--- src/rtl/muldiv_pkg.sv ---
// rtl/muldiv_pkg.sv - shared op encodings, FSM state type and abs helper for muldiv_unit
package muldiv_pkg;

    localparam logic [3:0] OP_MULT  = 4'b1100;
    localparam logic [3:0] OP_MULTU = 4'b1101;
    localparam logic [3:0] OP_DIV   = 4'b1110;
    localparam logic [3:0] OP_DIVU  = 4'b1111;

    // Working width of abs_val. Callers sign-extend into it and truncate the
    // result back to their own width, so one helper serves any N below this.
    localparam int ABS_W = 256;

    typedef enum logic [1:0] {
        S_IDLE  = 2'd0,
        S_RUN   = 2'd1,
        S_FIXUP = 2'd2
    } state_t;

    // Two's-complement magnitude. The most-negative N-bit value sign-extended
    // into ABS_W bits yields 2^(N-1), which truncates to the correct unsigned
    // N-bit magnitude.
    function automatic logic [ABS_W-1:0] abs_val(input logic [ABS_W-1:0] v);
        return v[ABS_W-1] ? (~v + ABS_W'(1)) : v;
    endfunction

endpackage

--- src/rtl/muldiv_div_step.sv ---
// rtl/muldiv_div_step.sv - one restoring-divide iteration (combinational)
//
// Ports:
//   rem_in   partial remainder before this step
//   next_bit next dividend bit shifted into the remainder
//   divisor  divisor magnitude
//   q_bit    quotient bit produced by this step
//   rem_out  partial remainder after this step
module muldiv_div_step #(
    parameter int N = 32
) (
    input  logic [N-1:0] rem_in,
    input  logic         next_bit,
    input  logic [N-1:0] divisor,
    output logic         q_bit,
    output logic [N-1:0] rem_out
);

    // Shifted remainder needs N+1 bits: it can exceed the N-bit range before
    // the trial subtraction brings it back below the divisor.
    logic [N:0] shifted;

    assign shifted = {rem_in, next_bit};
    assign q_bit   = (shifted >= {1'b0, divisor});
    assign rem_out = q_bit ? N'(shifted - {1'b0, divisor}) : shifted[N-1:0];

endmodule

--- src/rtl/muldiv_unit.sv ---
// rtl/muldiv_unit.sv - multi-cycle multiply/divide unit owning HI/LO
//
// Ports:
//   clk, reset      clock, synchronous active-high reset
//   start, op       launch request and operation code (sampled in IDLE only)
//   SrcA, SrcB      multiplicand/dividend, multiplier/divisor
//   abort           cancel an in-flight operation, or a coincident start
//   WriteHi/WriteLo mthi/mtlo strobes with data WD (IDLE only)
//   busy            operation in flight
//   done            one-cycle pulse, coincident with the HI/LO update
//   Hi, Lo          architectural HI/LO registers
//
// Build option: MULDIV_FAST_MUL_EN selects a single-cycle combinational
// multiplier for mult/multu (IDLE -> FIXUP); divide stays iterative.
module muldiv_unit
    import muldiv_pkg::*;
#(
    parameter int N = 32
) (
    input  logic         clk,
    input  logic         reset,
    input  logic         start,
    input  logic [3:0]   op,
    input  logic [N-1:0] SrcA,
    input  logic [N-1:0] SrcB,
    input  logic         abort,
    input  logic         WriteHi,
    input  logic         WriteLo,
    input  logic [N-1:0] WD,
    output logic         busy,
    output logic         done,
    output logic [N-1:0] Hi,
    output logic [N-1:0] Lo
);

    localparam int CW = $clog2(N) + 1;

    state_t         state, state_nxt;
    logic [CW-1:0]  cnt;
    // Multiply: {high, low/multiplier}. Divide: {remainder, quotient/dividend}.
    logic [2*N-1:0] acc;
    logic [N-1:0]   opnd;       // multiplicand or divisor magnitude
    logic [N-1:0]   srca_raw;   // dividend as supplied, for divide-by-zero
    logic           is_div;
    logic           neg_res;    // product / quotient must be negated
    logic           neg_rem;    // remainder takes the dividend's sign
    logic           div_zero;

    logic           valid_op, op_is_div, signed_op;
    logic           start_ok, wr_ok;
    logic [N-1:0]   a_mag, b_mag;

    assign valid_op  = (op == OP_MULT) || (op == OP_MULTU) ||
                       (op == OP_DIV)  || (op == OP_DIVU);
    assign op_is_div = (op == OP_DIV)  || (op == OP_DIVU);
    assign signed_op = (op == OP_MULT) || (op == OP_DIV);

    // abort wins over a coincident start; start wins over the HI/LO strobes.
    assign start_ok = (state == S_IDLE) && start && valid_op && !abort;
    assign wr_ok    = (state == S_IDLE) && !start_ok;

    assign a_mag = signed_op ? N'(abs_val(ABS_W'($signed(SrcA)))) : SrcA;
    assign b_mag = signed_op ? N'(abs_val(ABS_W'($signed(SrcB)))) : SrcB;

    assign busy = (state != S_IDLE);

    // Shift-add multiply step: conditionally add the multiplicand into the
    // high half, then shift the whole accumulator right one place.
    logic [N:0] mul_sum;
    assign mul_sum = {1'b0, acc[2*N-1:N]} + (acc[0] ? {1'b0, opnd} : (N+1)'(0));

    logic         div_q_bit;
    logic [N-1:0] div_rem;

    muldiv_div_step #(.N(N)) u_div_step (
        .rem_in   (acc[2*N-1:N]),
        .next_bit (acc[N-1]),
        .divisor  (opnd),
        .q_bit    (div_q_bit),
        .rem_out  (div_rem)
    );

`ifdef MULDIV_FAST_MUL_EN
    logic [2*N-1:0] fast_prod;
    assign fast_prod = (2*N)'(a_mag) * (2*N)'(b_mag);
`endif

    // Sign fix-ups applied on the FIXUP cycle.
    logic [2*N-1:0] prod_fix;
    logic [N-1:0]   quo_fix, rem_fix;
    assign prod_fix = neg_res ? -acc : acc;
    assign quo_fix  = neg_res ? -acc[N-1:0] : acc[N-1:0];
    assign rem_fix  = neg_rem ? -acc[2*N-1:N] : acc[2*N-1:N];

    always_comb begin
        state_nxt = state;
        case (state)
            S_IDLE: begin
                if (start_ok) begin
`ifdef MULDIV_FAST_MUL_EN
                    state_nxt = op_is_div ? S_RUN : S_FIXUP;
`else
                    state_nxt = S_RUN;
`endif
                end
            end
            S_RUN: begin
                if (abort)
                    state_nxt = S_IDLE;
                else if (cnt == '0)
                    state_nxt = S_FIXUP;
            end
            S_FIXUP:  state_nxt = S_IDLE;
            default:  state_nxt = S_IDLE;
        endcase
    end

    always_ff @(posedge clk) begin
        if (reset) begin
            state    <= S_IDLE;
            cnt      <= '0;
            acc      <= '0;
            opnd     <= '0;
            srca_raw <= '0;
            is_div   <= 1'b0;
            neg_res  <= 1'b0;
            neg_rem  <= 1'b0;
            div_zero <= 1'b0;
            done     <= 1'b0;
            Hi       <= '0;
            Lo       <= '0;
        end else begin
            state <= state_nxt;
            done  <= 1'b0;

            if (wr_ok) begin
                if (WriteHi) Hi <= WD;
                if (WriteLo) Lo <= WD;
            end

            case (state)
                S_IDLE: begin
                    if (start_ok) begin
                        cnt      <= CW'(N - 1);
                        is_div   <= op_is_div;
                        neg_res  <= signed_op & (SrcA[N-1] ^ SrcB[N-1]);
                        neg_rem  <= signed_op & SrcA[N-1];
                        div_zero <= (SrcB == '0);
                        srca_raw <= SrcA;
                        if (op_is_div) begin
                            acc  <= {(N)'(0), a_mag};
                            opnd <= b_mag;
                        end else begin
`ifdef MULDIV_FAST_MUL_EN
                            acc  <= fast_prod;
`else
                            acc  <= {(N)'(0), b_mag};
`endif
                            opnd <= a_mag;
                        end
                    end
                end
                S_RUN: begin
                    if (!abort) begin
                        if (cnt != '0)
                            cnt <= cnt - CW'(1);
                        if (is_div)
                            acc <= {div_rem, acc[N-2:0], div_q_bit};
                        else
                            acc <= {mul_sum, acc[N-1:1]};
                    end
                end
                S_FIXUP: begin
                    if (!abort) begin
                        done <= 1'b1;
                        if (!is_div) begin
                            Hi <= prod_fix[2*N-1:N];
                            Lo <= prod_fix[N-1:0];
                        end else if (div_zero) begin
                            Hi <= srca_raw;
                            Lo <= '1;
                        end else begin
                            Hi <= rem_fix;
                            Lo <= quo_fix;
                        end
                    end
                end
                default: ;
            endcase
        end
    end

endmodule
--- config.mk ---
export PLATFORM = sky130hd
export DESIGN_NAME = muldiv_unit
export DESIGN_NICKNAME = d
export VERILOG_FILES = /design/src/rtl/muldiv_pkg.sv /design/src/rtl/muldiv_div_step.sv /design/src/rtl/muldiv_unit.sv
export SDC_FILE = /design/constraint.sdc
export NUM_CORES = 1
export LEC_CHECK = 0
export BUFFER_PORTS_ARGS = -buffer_cell sky130_fd_sc_hd__buf_2
export CAP_MARGIN = 0
export CORE_AREA = 3 3 198 200
export CTS_CLUSTER_SIZE = 14
export DETAILED_ROUTE_END_ITERATION = 6
export DIE_AREA = 0 0 201 203
export PLACE_DENSITY = 0.65
export SYNTH_ARGS = -nofsm -noshare
export SYNTH_HDL_FRONTEND = slang
export SYNTH_SLANG_ARGS = --single-unit
--- constraint.sdc ---
create_clock -name clk -period 3.4 [get_ports clk]
set_input_delay 0.34 -clock clk [delete_from_list [all_inputs] [get_ports clk]]
set_output_delay 0.34 -clock clk [all_outputs]
set_load 0.03 [all_outputs]
==> impl_metrics.csv <==
group,metric,value,unit
cells_and_area,syn_to_final_growth,17.1,%
cells_and_area,multiInputGateArea,0.0119,mm^2
worst_setup_path,critical-path-top-cell-by-count,"nor2_1",
worst_setup_path,timing.critical_path.from_type,"flop",
worst_setup_path,r2r_start,"acc[0]",
clock_network,hold_buffers,0,
logic_synthesis,async_reset_ff_share,0,%
worst_setup_path,critical_path_required,3820,ps
route,detail_route.wl_per_cell,23.0,um
placement,placedCellCount,2944,
logic_synthesis,yosysUniqueCellTypes,78,
power_and_ir_drop,netSwitchingFraction,31.0,%
power_and_ir_drop,power_per_cell_area,367,mW/mm^2
route,detail_route.iter0.violations,2020,
global_routing,grt_usage,32.2,%
clock_network,clock_insertion_delay_worst_skew,560,ps
route,final_antenna_net_count,0,
logic_synthesis,yosysSeqAreaShare,24.4,%
cells_and_area,diodes,0,
worst_setup_path,crit_path_top_delay_cell,"dfxtp_2",
logic_synthesis,synth_warnings,0,
cells_and_area,count_of_non_filler_cells_in_the_finished_layout,2995,
worst_setup_path,timing.critical_path.buf_inv,2,
cells_and_area,fin_nets,2644,
timing,rsz_0062_raised_after_global_routing,"yes",
worst_setup_path,timing.critical_path.slowest_cell_delay,410,ps
global_routing,pin_count_of_the_biggest_net_entering_global_routing,130,
min_path,worstHoldEndpoint,"srca_raw[9]",
power_and_ir_drop,irDropWorstVdd,310,uV
worst_setup_path,worst_path_cell_chain,"clkinvlp_4, buf_4, nor2_1, ha_1, nor2b_2, o311a_4, o21a_1, o41ai_4, o211a_1, xor2_1, nor2_1, a221o_1",
timing,max_slew_margin,29.7,%
floorplanning,core_rows,71,
global_routing,grt_overflow_total,0,
placement,globalplace.congestion,0.988,
min_path,hold_start,"SrcA[9]",
cells_and_area,most-common-layout-cells,"nand2_1 (349), a21oi_1 (207), dfxtp_1 (200)",
worst_setup_path,maximum_fanout_along_the_worst_path,5,
logic_synthesis,synth_edf_count,0,
timing,final.setup_skew,25.6,ps
logic_synthesis,synth.area.top_cells,"dfxtp_1 (24%), nand2_1 (7.8%), a21oi_1 (6.2%), xnor2_1 (5.4%), mux2i_1 (5.4%)",
timing,final_period_minus_worst_setup_slack,3250,ps
timing,drv_slew,0,
global_routing,grt_first_pass_wirelength,104000,um
floorplanning,design.die.area,0.0408,mm^2
clock_network,clock_tree.htree_level_count,1,
timing,total_neg_setup_slack,0,ps
cells_and_area,leading_cell_type_in_the_layout_fill_and_taps_excluded,"nand2_1",
floorplanning,design.portCount,172,
route,detailedRoute.firstPassIterationCount,6,
min_path,hold-path-cell-count,3,
power_and_ir_drop,combinationalPowerShare,22.0,%
cells_and_area,register_area,0.00411,mm^2
worst_setup_path,reg2reg_slack,150,ps
placement,place_hpwl,54000,um
route,drcViolationCount,0,
logic_synthesis,synth.avg_cell_area,7.24,um^2
worst_setup_path,worstSetupPathType,"flop to flop",
floorplanning,core,0.0376,mm^2
worst_setup_path,r2r-end,"acc[57]",
clock_network,tritoncts,"done",
worst_setup_path,arrival,3660,ps
floorplanning,die_w,201,um
power_and_ir_drop,clockPowerShare,42.5,%
worst_setup_path,cpLargestDelayFamily,"compound AO/OA/AOI/OAI gates",
power_and_ir_drop,total_power,7.22,mW
min_path,min_path_type,"input pin to flop",
power_and_ir_drop,p_switching,2.23,mW
power_and_ir_drop,p_int,4.98,mW
global_routing,antenna_violations_before_repair,1,
logic_synthesis,synthCells,2320,
clock_network,clk_sinks,205,
cells_and_area,layout.core_utilization,52.3,%
global_routing,grt_pass1_vias,17000,
logic_synthesis,synth_fp_nets,2498,
clock_network,cts-root-to-sink-buffers,3,
logic_synthesis,synth_top_cell_by_area,"dfxtp_1",
floorplanning,die_h,203,um
route,via_count,18400,
cells_and_area,n_fill_cell,3672,
cells_and_area,post_route_cells_drive_above_1_share,16.5,%
worst_setup_path,cp.depth,12,
timing,timing.fmax,308,MHz
worst_setup_path,setup.worst_path.end_class,"flop",
power_and_ir_drop,power.sequential.fraction,35.5,%
clock_network,worst_setup_hold_path_clk_slew,70,ps
run_status,run_status,"completed",
clock_network,cts-root-buf,"clkbuf_16",
timing,worst_margin_pin_slew,1050,ps
logic_synthesis,dominantRegCellSynth,"dfxtp_1",
timing,fin_crit_sh,95.5,%
logic_synthesis,syn-cell-area,0.0168,mm^2
timing,setup_viol,0,
floorplanning,initial_utilization,44.7,%
power_and_ir_drop,leakage,8.06,nW
worst_setup_path,r2r_cells,12,
placement,io_buffers,171,
logic_synthesis,synth.top_cell.area_share,24.4,%
route,routed_via_density,6.13,
logic_synthesis,ys_seq_elements,205,
route,total_routed_wirelength,68700,um
flow_run,drv_cap,0,
timing,report.final.hold_viol_count,0,
clock_network,numCtsBuffers,25,
-- synth_stat cells (11+ instances only) --
cell type / instances
and3_1: 18
nand2_1: 350
o41ai_1: 11
xor2_1: 101
nor2b_1: 14
buf_1: 15
o21a_1: 16
xnor2_1: 103
o31ai_1: 22
o211ai_1: 17
nor3_1: 55
clkbuf_1: 152
a31oi_1: 46
mux2i_1: 90
a21o_1: 25
a211oi_1: 29
nor2_1: 181
nand2b_1: 20
nor4_1: 19
a221oi_1: 34
nand3_1: 57
inv_1: 68
o21ai_0: 174
or4_1: 13
mux2_2: 16
dfxtp_1: 205
or3_1: 16
and2_1: 13
a21oi_1: 209
a311oi_1: 12
nand4_1: 15
ha_1: 70
-- cell type report --
| class | count | share of cell area, % |
|---|---|---|
| well taps | 511 | 3.25 |
| multi-input cells | 1869 | 60.4 |
| inverters | 69 | 1.34 |
| repair inverters | 1 | 0.0382 |
| clock inverters | 17 | 1.41 |
| repair buffers | 295 | 9.35 |
| clock buffers | 28 | 3.29 |
| flip-flops and latches | 205 | 20.9 |
-- how the worst max path moves through the flow --
stage | startpoint | slack [ps] | endpoint
after floorplan | acc[0] | 280 | acc[61]
after global placement | acc[31] | -40 | acc[58]
after detailed placement | acc[31] | -100 | acc[58]
after CTS | acc[0] | 20 | acc[61]
after global routing | opnd[3] | -9 | acc[63]
final | acc[0] | 150 | acc[57]
-- flip-flops by register name (all words and copies together) (netlist names) --
signal / flops
Hi: 32
Lo: 32
acc: 64
cnt: 6
div_zero: 1
done: 1
is_div: 1
neg_rem: 1
neg_res: 1
opnd: 32
srca_raw: 32
state: 2
-- metrics by stage --
stage | cell area [um^2] | hold WS, ps | setup WS, ps
after CTS | 19500 | 38.6 | 22.4
after floorplan | 16800 | 431 | 283
final | 19700 | 56.9 | 151
after global routing | 19700 | 75.1 | -8.90
after detailed placement | 18600 | 446 | -104
after global placement | 18600 | 441 | -43.3
-- logic make-up (layout without fill, tap and decap cells) --
logic type,after synthesis,count (layout),share of synthesized area [%]
buf+inv,246,410,5.63
compound gates,677,677,25.1
fa+ha+maj,72,72,5.45
flops,205,205,24.4
simple gates,810,810,22.3
xor+xnor,204,204,10.6
mux,106,106,6.44
-- worst min-delay path: stages --
cell     delay, ps
buf_2          120
nand2_1         50
a21oi_1         50
-- what timing repair did --
action | in CTS | in global routing
setup buffers | 0 | 5
gates cloned | 0 | 1
pin swaps | 0 | 1
gates resized for setup | 3 | 24
endpoints found under the setup margin | 4 | 36
-- power by group through the flow --
stage               Combinational (mW)  Sequential (mW)  Clock, mW
floorplan                        0.884             2.68          0
global placement                  1.52             2.61          0
detailed placement                1.53             2.61          0
CTS                               1.54             2.56       3.09
global route                      1.70             2.57       3.17
finish                            1.59             2.56       3.06
-- metal layers --
metal	GRT usage, %	share of wire (%)	up-vias
met2	49.2	43	935
li1	-	-	8595
met5	0	0	-
met3	4.15	8.7	148
met1	46.6	44	8678
met4	11.6	4.0	0
Note: power is estimated with default switching activity, not from simulation.
